==> config.mk <==
export PLATFORM = sky130hd
export DESIGN_NAME = riscv_lsu
export DESIGN_NICKNAME = d
export VERILOG_FILES = /design/src/rtl/riscv_lsu.sv
export SDC_FILE = /design/constraint.sdc
export NUM_CORES = 1
export LEC_CHECK = 0
export BUFFER_PORTS_ARGS = -buffer_cell sky130_fd_sc_hd__buf_2
export CORE_ASPECT_RATIO = 0.7
export CORE_UTILIZATION = 46
export CTS_CLUSTER_DIAMETER = 150
export CTS_CLUSTER_SIZE = 24
export DETAILED_ROUTE_END_ITERATION = 6
export PLACE_DENSITY = 0.79
export SETUP_SLACK_MARGIN = 0.4
export SLEW_MARGIN = 15
export SYNTH_ARGS = -nofsm -noshare
export SYNTH_HDL_FRONTEND = slang
export SYNTH_SLANG_ARGS = --single-unit
export TNS_END_PERCENT = 30
==> constraint.sdc <==
create_clock -name clk -period 2.4 [get_ports clk]
set_input_delay 0.48 -clock clk [delete_from_list [all_inputs] [get_ports clk]]
set_output_delay 0.48 -clock clk [all_outputs]
set_load 0.03 [all_outputs]
==> src/rtl/riscv_lsu.sv <==
// Load/store unit: takes a decoded LOAD/STORE from execute, drives a
// word-addressed byte-enabled RAM port over req/gnt/rvalid, and returns an
// aligned, extended load result (or an error) as a single-cycle response.
module riscv_lsu #(
    parameter int DATA_WIDTH = 32,
    parameter int ADDR_WIDTH = 32,
    parameter int REG_ADDR   = 5,
    parameter int RAM_AMOUNT = 4
) (
    input  logic                  clk,
    input  logic                  rst_n,
    input  logic                  req_valid,
    output logic                  req_ready,
    input  logic                  req_we,
    input  logic [2:0]            req_funct3,
    input  logic [ADDR_WIDTH-1:0] req_addr,
    input  logic [DATA_WIDTH-1:0] req_wdata,
    input  logic [REG_ADDR-1:0]   req_rd,
    output logic                  mem_req,
    output logic                  mem_we,
    output logic [ADDR_WIDTH-1:0] mem_addr,
    output logic [RAM_AMOUNT-1:0] mem_be,
    output logic [DATA_WIDTH-1:0] mem_wdata,
    input  logic                  mem_gnt,
    input  logic                  mem_rvalid,
    input  logic [DATA_WIDTH-1:0] mem_rdata,
    output logic                  rsp_valid,
    output logic                  rsp_we_rd,
    output logic [REG_ADDR-1:0]   rsp_rd,
    output logic [DATA_WIDTH-1:0] rsp_data,
    output logic                  rsp_err
);

    typedef enum logic [1:0] {IDLE, REQ, WAIT, RESP} state_t;

    state_t                state_q;
    logic                  req_ready_q;
    logic                  mem_req_q;
    logic                  mem_we_q;
    logic [ADDR_WIDTH-1:0] mem_addr_q;
    logic [RAM_AMOUNT-1:0] mem_be_q;
    logic [DATA_WIDTH-1:0] mem_wdata_q;
    logic                  rsp_valid_q;
    logic                  rsp_we_rd_q;
    logic [REG_ADDR-1:0]   rsp_rd_q;
    logic [DATA_WIDTH-1:0] rsp_data_q;
    logic                  rsp_err_q;

    // Request context kept for the data phase
    logic                  we_q;
    logic [2:0]            funct3_q;
    logic [1:0]            off_q;
    logic [REG_ADDR-1:0]   rd_q;

    // Decode of the incoming request
    logic                  ok_d;
    logic [RAM_AMOUNT-1:0] be_d;
    logic [DATA_WIDTH-1:0] wdata_d;

    // Selects the addressed lane and sign- or zero-extends per funct3.
    function automatic logic [DATA_WIDTH-1:0] extract_load(
        input logic [DATA_WIDTH-1:0] rdata,
        input logic [1:0]            off,
        input logic [2:0]            f3
    );
        logic [DATA_WIDTH-1:0] s;
        s = rdata >> {off, 3'b000};
        case (f3)
            3'b000:  extract_load = {{(DATA_WIDTH-8){s[7]}}, s[7:0]};
            3'b001:  extract_load = {{(DATA_WIDTH-16){s[15]}}, s[15:0]};
            3'b100:  extract_load = {{(DATA_WIDTH-8){1'b0}}, s[7:0]};
            3'b101:  extract_load = {{(DATA_WIDTH-16){1'b0}}, s[15:0]};
            default: extract_load = s;
        endcase
    endfunction

    // Legality, alignment, byte enables and lane-replicated store data
    always_comb begin
        logic legal;
        logic aligned;
        legal   = 1'b0;
        aligned = 1'b0;
        be_d    = '0;
        wdata_d = req_wdata;
        if (req_we)
            legal = (req_funct3 == 3'b000) || (req_funct3 == 3'b001) || (req_funct3 == 3'b010);
        else
            legal = (req_funct3 == 3'b000) || (req_funct3 == 3'b001) || (req_funct3 == 3'b010) ||
                    (req_funct3 == 3'b100) || (req_funct3 == 3'b101);
        case (req_funct3[1:0])
            2'b00: begin
                aligned = 1'b1;
                be_d    = RAM_AMOUNT'(4'b0001) << req_addr[1:0];
                wdata_d = {4{req_wdata[7:0]}};
            end
            2'b01: begin
                aligned = ~req_addr[0];
                be_d    = RAM_AMOUNT'(4'b0011) << req_addr[1:0];
                wdata_d = {2{req_wdata[15:0]}};
            end
            2'b10: begin
                aligned = (req_addr[1:0] == 2'b00);
                be_d    = '1;
            end
            default: aligned = 1'b0;
        endcase
        ok_d = legal && aligned;
    end

    // Control FSM with registered outputs; reset aborts any transaction
    always_ff @(posedge clk or negedge rst_n) begin
        if (!rst_n) begin
            state_q     <= IDLE;
            req_ready_q <= 1'b1;
            mem_req_q   <= 1'b0;
            mem_we_q    <= 1'b0;
            mem_addr_q  <= '0;
            mem_be_q    <= '0;
            mem_wdata_q <= '0;
            rsp_valid_q <= 1'b0;
            rsp_we_rd_q <= 1'b0;
            rsp_rd_q    <= '0;
            rsp_data_q  <= '0;
            rsp_err_q   <= 1'b0;
            we_q        <= 1'b0;
            funct3_q    <= '0;
            off_q       <= '0;
            rd_q        <= '0;
        end else begin
            case (state_q)
                IDLE: begin
                    if (req_valid) begin
                        req_ready_q <= 1'b0;
                        we_q        <= req_we;
                        funct3_q    <= req_funct3;
                        off_q       <= req_addr[1:0];
                        rd_q        <= req_rd;
                        if (ok_d) begin
                            state_q     <= REQ;
                            mem_req_q   <= 1'b1;
                            mem_we_q    <= req_we;
                            mem_addr_q  <= {req_addr[ADDR_WIDTH-1:2], 2'b00};
                            mem_be_q    <= be_d;
                            mem_wdata_q <= wdata_d;
                        end else begin
                            state_q     <= RESP;
                            rsp_valid_q <= 1'b1;
                            rsp_err_q   <= 1'b1;
                            rsp_we_rd_q <= 1'b0;
                            rsp_data_q  <= '0;
                            rsp_rd_q    <= req_rd;
                        end
                    end
                end
                REQ: begin
                    if (mem_gnt) begin
                        mem_req_q   <= 1'b0;
                        mem_we_q    <= 1'b0;
                        mem_addr_q  <= '0;
                        mem_be_q    <= '0;
                        mem_wdata_q <= '0;
                        if (we_q) begin
                            state_q     <= RESP;
                            rsp_valid_q <= 1'b1;
                            rsp_err_q   <= 1'b0;
                            rsp_we_rd_q <= 1'b0;
                            rsp_data_q  <= '0;
                            rsp_rd_q    <= rd_q;
                        end else begin
                            state_q <= WAIT;
                        end
                    end
                end
                WAIT: begin
                    if (mem_rvalid) begin
                        state_q     <= RESP;
                        rsp_valid_q <= 1'b1;
                        rsp_err_q   <= 1'b0;
                        rsp_we_rd_q <= 1'b1;
                        rsp_data_q  <= extract_load(mem_rdata, off_q, funct3_q);
                        rsp_rd_q    <= rd_q;
                    end
                end
                default: begin
                    state_q     <= IDLE;
                    req_ready_q <= 1'b1;
                    rsp_valid_q <= 1'b0;
                    rsp_err_q   <= 1'b0;
                    rsp_we_rd_q <= 1'b0;
                    rsp_data_q  <= '0;
                    rsp_rd_q    <= '0;
                end
            endcase
        end
    end

    assign req_ready = req_ready_q;
    assign mem_req   = mem_req_q;
    assign mem_we    = mem_we_q;
    assign mem_addr  = mem_addr_q;
    assign mem_be    = mem_be_q;
    assign mem_wdata = mem_wdata_q;
    assign rsp_valid = rsp_valid_q;
    assign rsp_we_rd = rsp_we_rd_q;
    assign rsp_rd    = rsp_rd_q;
    assign rsp_data  = rsp_data_q;
    assign rsp_err   = rsp_err_q;

endmodule
==> key figures <==
Place
  • Place WS: between 60 and 70 ps
  • Placed insts: 938
  • IO Port Bufs: approximately 220
  • Placed Area: 0.00763 mm2
  • Routability cong.: about 0.92
  • Final HPWL DP: ~12 mm

Routing
  • Final wirelength: 17.9 mm
  • DRT iter0 DRCs: 294
  • DR WL/cell: approximately 18 um
  • Vias/cell: around 5.4
  • Drt first pass iters: 5
  • DRC: 0
  • Routed via count: 5285
  • DRT antenna net count: 0

Clocking
  • CTS sink count: about 120
  • Cts bufs inserted: 17
  • CTS tree: done
  • Clk Latency, worst-skew pair: 410 ps
  • CTS Root Buffer Type: clkbuf_16
  • Max H-tree Level: 4
  • Cts hold-fix bufs: 0
  • CTS clk-pin slew, worst paths: 60 ps
  • Worst-case clock buffer depth: 2

Yosys
  • Top cell type's share of synthesized area: 0.480
  • FF+latch count, synth: 122
  • Most used DFF post-synth: dfrtp_1
  • Synth area leaders: dfrtp_1 (48%), mux2_2 (17%), mux2i_1 (6.8%)
  • Synthesized area: 0.00631 mm2
  • EDFF count, synth: 0
  • Synth Instances: 565
  • Post-synthesis average cell area: 11.2 um2
  • Post-synth ARST share: 1.00
  • Part of the Yosys area used for sequential elements: 0.484
  • Synth area leader: dfrtp_1
  • Yosys Warn Count: 0
  • Netlist cell types: 42

Status
  • Run status: complete, no violations

Floorplanning
  • Die area: 0.0142 mm2
  • # IOs: 221
  • Die Width: 142 um
  • Die Span Y: ~100 um
  • Initial Utilization: 0.476
  • Std cell rows: 35
  • Core ar.: 0.0133 mm2

Power
  • Worst vdd ir: between 0.7 and 0.8 mV
  • PwrDens: 1670 mW/mm2
  • Static leakage: around 4.1 nW

STA
  • Worst clock skew: 12.4 ps
  • Setup WS post-layout: 270 ps
  • RSZ-0062 raised after global routing: yes
  • TNS Setup: 0 ps
  • Max transition margin: 0.531
  • Highest Clock Rate: approximately 0.47 GHz
  • Final count of hold timing violations: 0
  • Final period utilization: 0.887
  • Final setup violation count: 0
  • Actual slew at the worst max-slew pin: around 700 ps
  • Fin. max-slew vios: 0
  • Post-route minimum period: 2130 ps

GRT
  • GRT Residual Overflow: 0
  • First-pass GRT wire length: 27.6 mm
  • Vias in the first global route: 5214
  • Initial antenna violation count: 0
  • All-Layer GR Usage: 0.252
  • Largest net degree at the start of global routing: 123

Critical path
  • Kind of critical path: flop to flop
  • Worst Setup End Kind: flop
  • WP data arrival: about 2500 ps
  • Critical path required time: 2720 ps
  • CP startpoint kind: flop
  • Crit-path max FO: 16

Cells and area
  • Nets: 901
  • Fin area: 0.00856 mm2
  • Most frequent cells in the layout: buf_2 (217), dfrtp_1 (120), mux2_2 (91)
  • Layout cells sized above 1: 0.514
  • Final non-filler cell total: 985
  • Diodes inserted: 0
  • Commonest non-fill, non-tap cell in the layout: buf_2
  • Filler cell count: 1057
  • Layout area overhead: 35.7%

Min path
  • Worst Hold Class: primary input to asynchronous set/reset pin

Flow run
  • Max_cap viols: 0
logic make-up after synthesis:
family	count (synthesis)	synth area share
buffers and inverters	65	0.0444
and+or+nand+nor	128	0.103
muxes	141	0.247
AOI/OAI and AO/OA	104	0.113
DFF	122	0.484
other	1	0.000594
adders and majority gates	4	0.00793
per-stage QoR:
step | power (W) | hold slack, ps | util
after CTS | 0.0140 | 212 | 0.636
after global placement | 0.0105 | 474 | 0.575
after detailed placement | 0.0107 | 481 | 0.575
final | 0.0143 | 128 | 0.645
after global routing | 0.0150 | 219 | 0.645
after floorplan | 0.00884 | 184 | -
cell usage after synthesis (all sizes together), types with 2 or more instances:
master     n
o211ai     7
mux2      96
nor2b     45
a21oi     37
inv       18
ha         4
nor4       2
o21ai     17
buf       20
nand3      2
nand2b     5
a31oi     16
nor3       2
nand2     36
mux4       2
o22ai      2
mux2i     43
dfrtp    121
nor2      28
clkbuf    27
o2bb2ai   15
a22oi      5
worst max-delay path, stage by stage (launching register included):
cell     delay [ps]
dfrtp_2         480
mux2i_2         200
mux4_2          490
or4b_4          510
buf_12          180
a31oi_1         180
area by class of cell:
cell class | instances | area, um2 | area share
well taps | 185 | 231 | 0.0270
flip-flops and latches | 122 | 3060 | 0.357
clock inverters | 14 | 195 | 0.0228
repair buffers | 249 | 1460 | 0.171
inverters | 18 | 67.6 | 0.00789
multi-input cells | 379 | 3110 | 0.364
clock buffers | 18 | 439 | 0.0513
flip-flops by register name (all words and copies together) (netlist names):
register,cells
funct3_q,3
mem_addr,30
mem_be,4
mem_req,1
mem_wdata,32
mem_we,1
off_q,2
rd_q,5
req_ready,1
rsp_data,32
rsp_err,1
rsp_rd,5
rsp_valid,1
rsp_we_rd,1
state_q,2
we_q,1
where the power goes:
group	switching (W)	internal, W	leakage [nW]
Clock	0.000966	0.00177	0.299
Sequential	0.000564	0.00305	1.51
Combinational	0.00460	0.00337	2.33
worst paths after layout:
kind,cells after the start,end,slack (ps),start
max reg2reg,5,rsp_data[18],270,off_q[0]
min,2,rsp_data[2],130,rst_n
max,5,rsp_data[18],270,off_q[0]
min in group clk,2,rd_q[1],330,req_rd[1]
max in group asynchronous,2,rsp_rd[1],1700,rst_n
min reg2reg,1,mem_addr[22],500,mem_addr[22]
layer usage:
layer  up-vias  wire (um)  share of wire  track usage
li1       2432          -              -            -
met1      2643       8350           0.47        0.354
met2       189       8340           0.47        0.387
met3        21       1050          0.058       0.0658
met4         0        187          0.010       0.0662
met5         -          0              0            0
repair_timing:
action,in CTS,in global routing
endpoints found under the setup margin,99,98
setup buffers,5,6
resized for setup,16,14
gates cloned,3,1
pin swaps,3,2
Note: power is estimated with default switching activity, not from simulation.
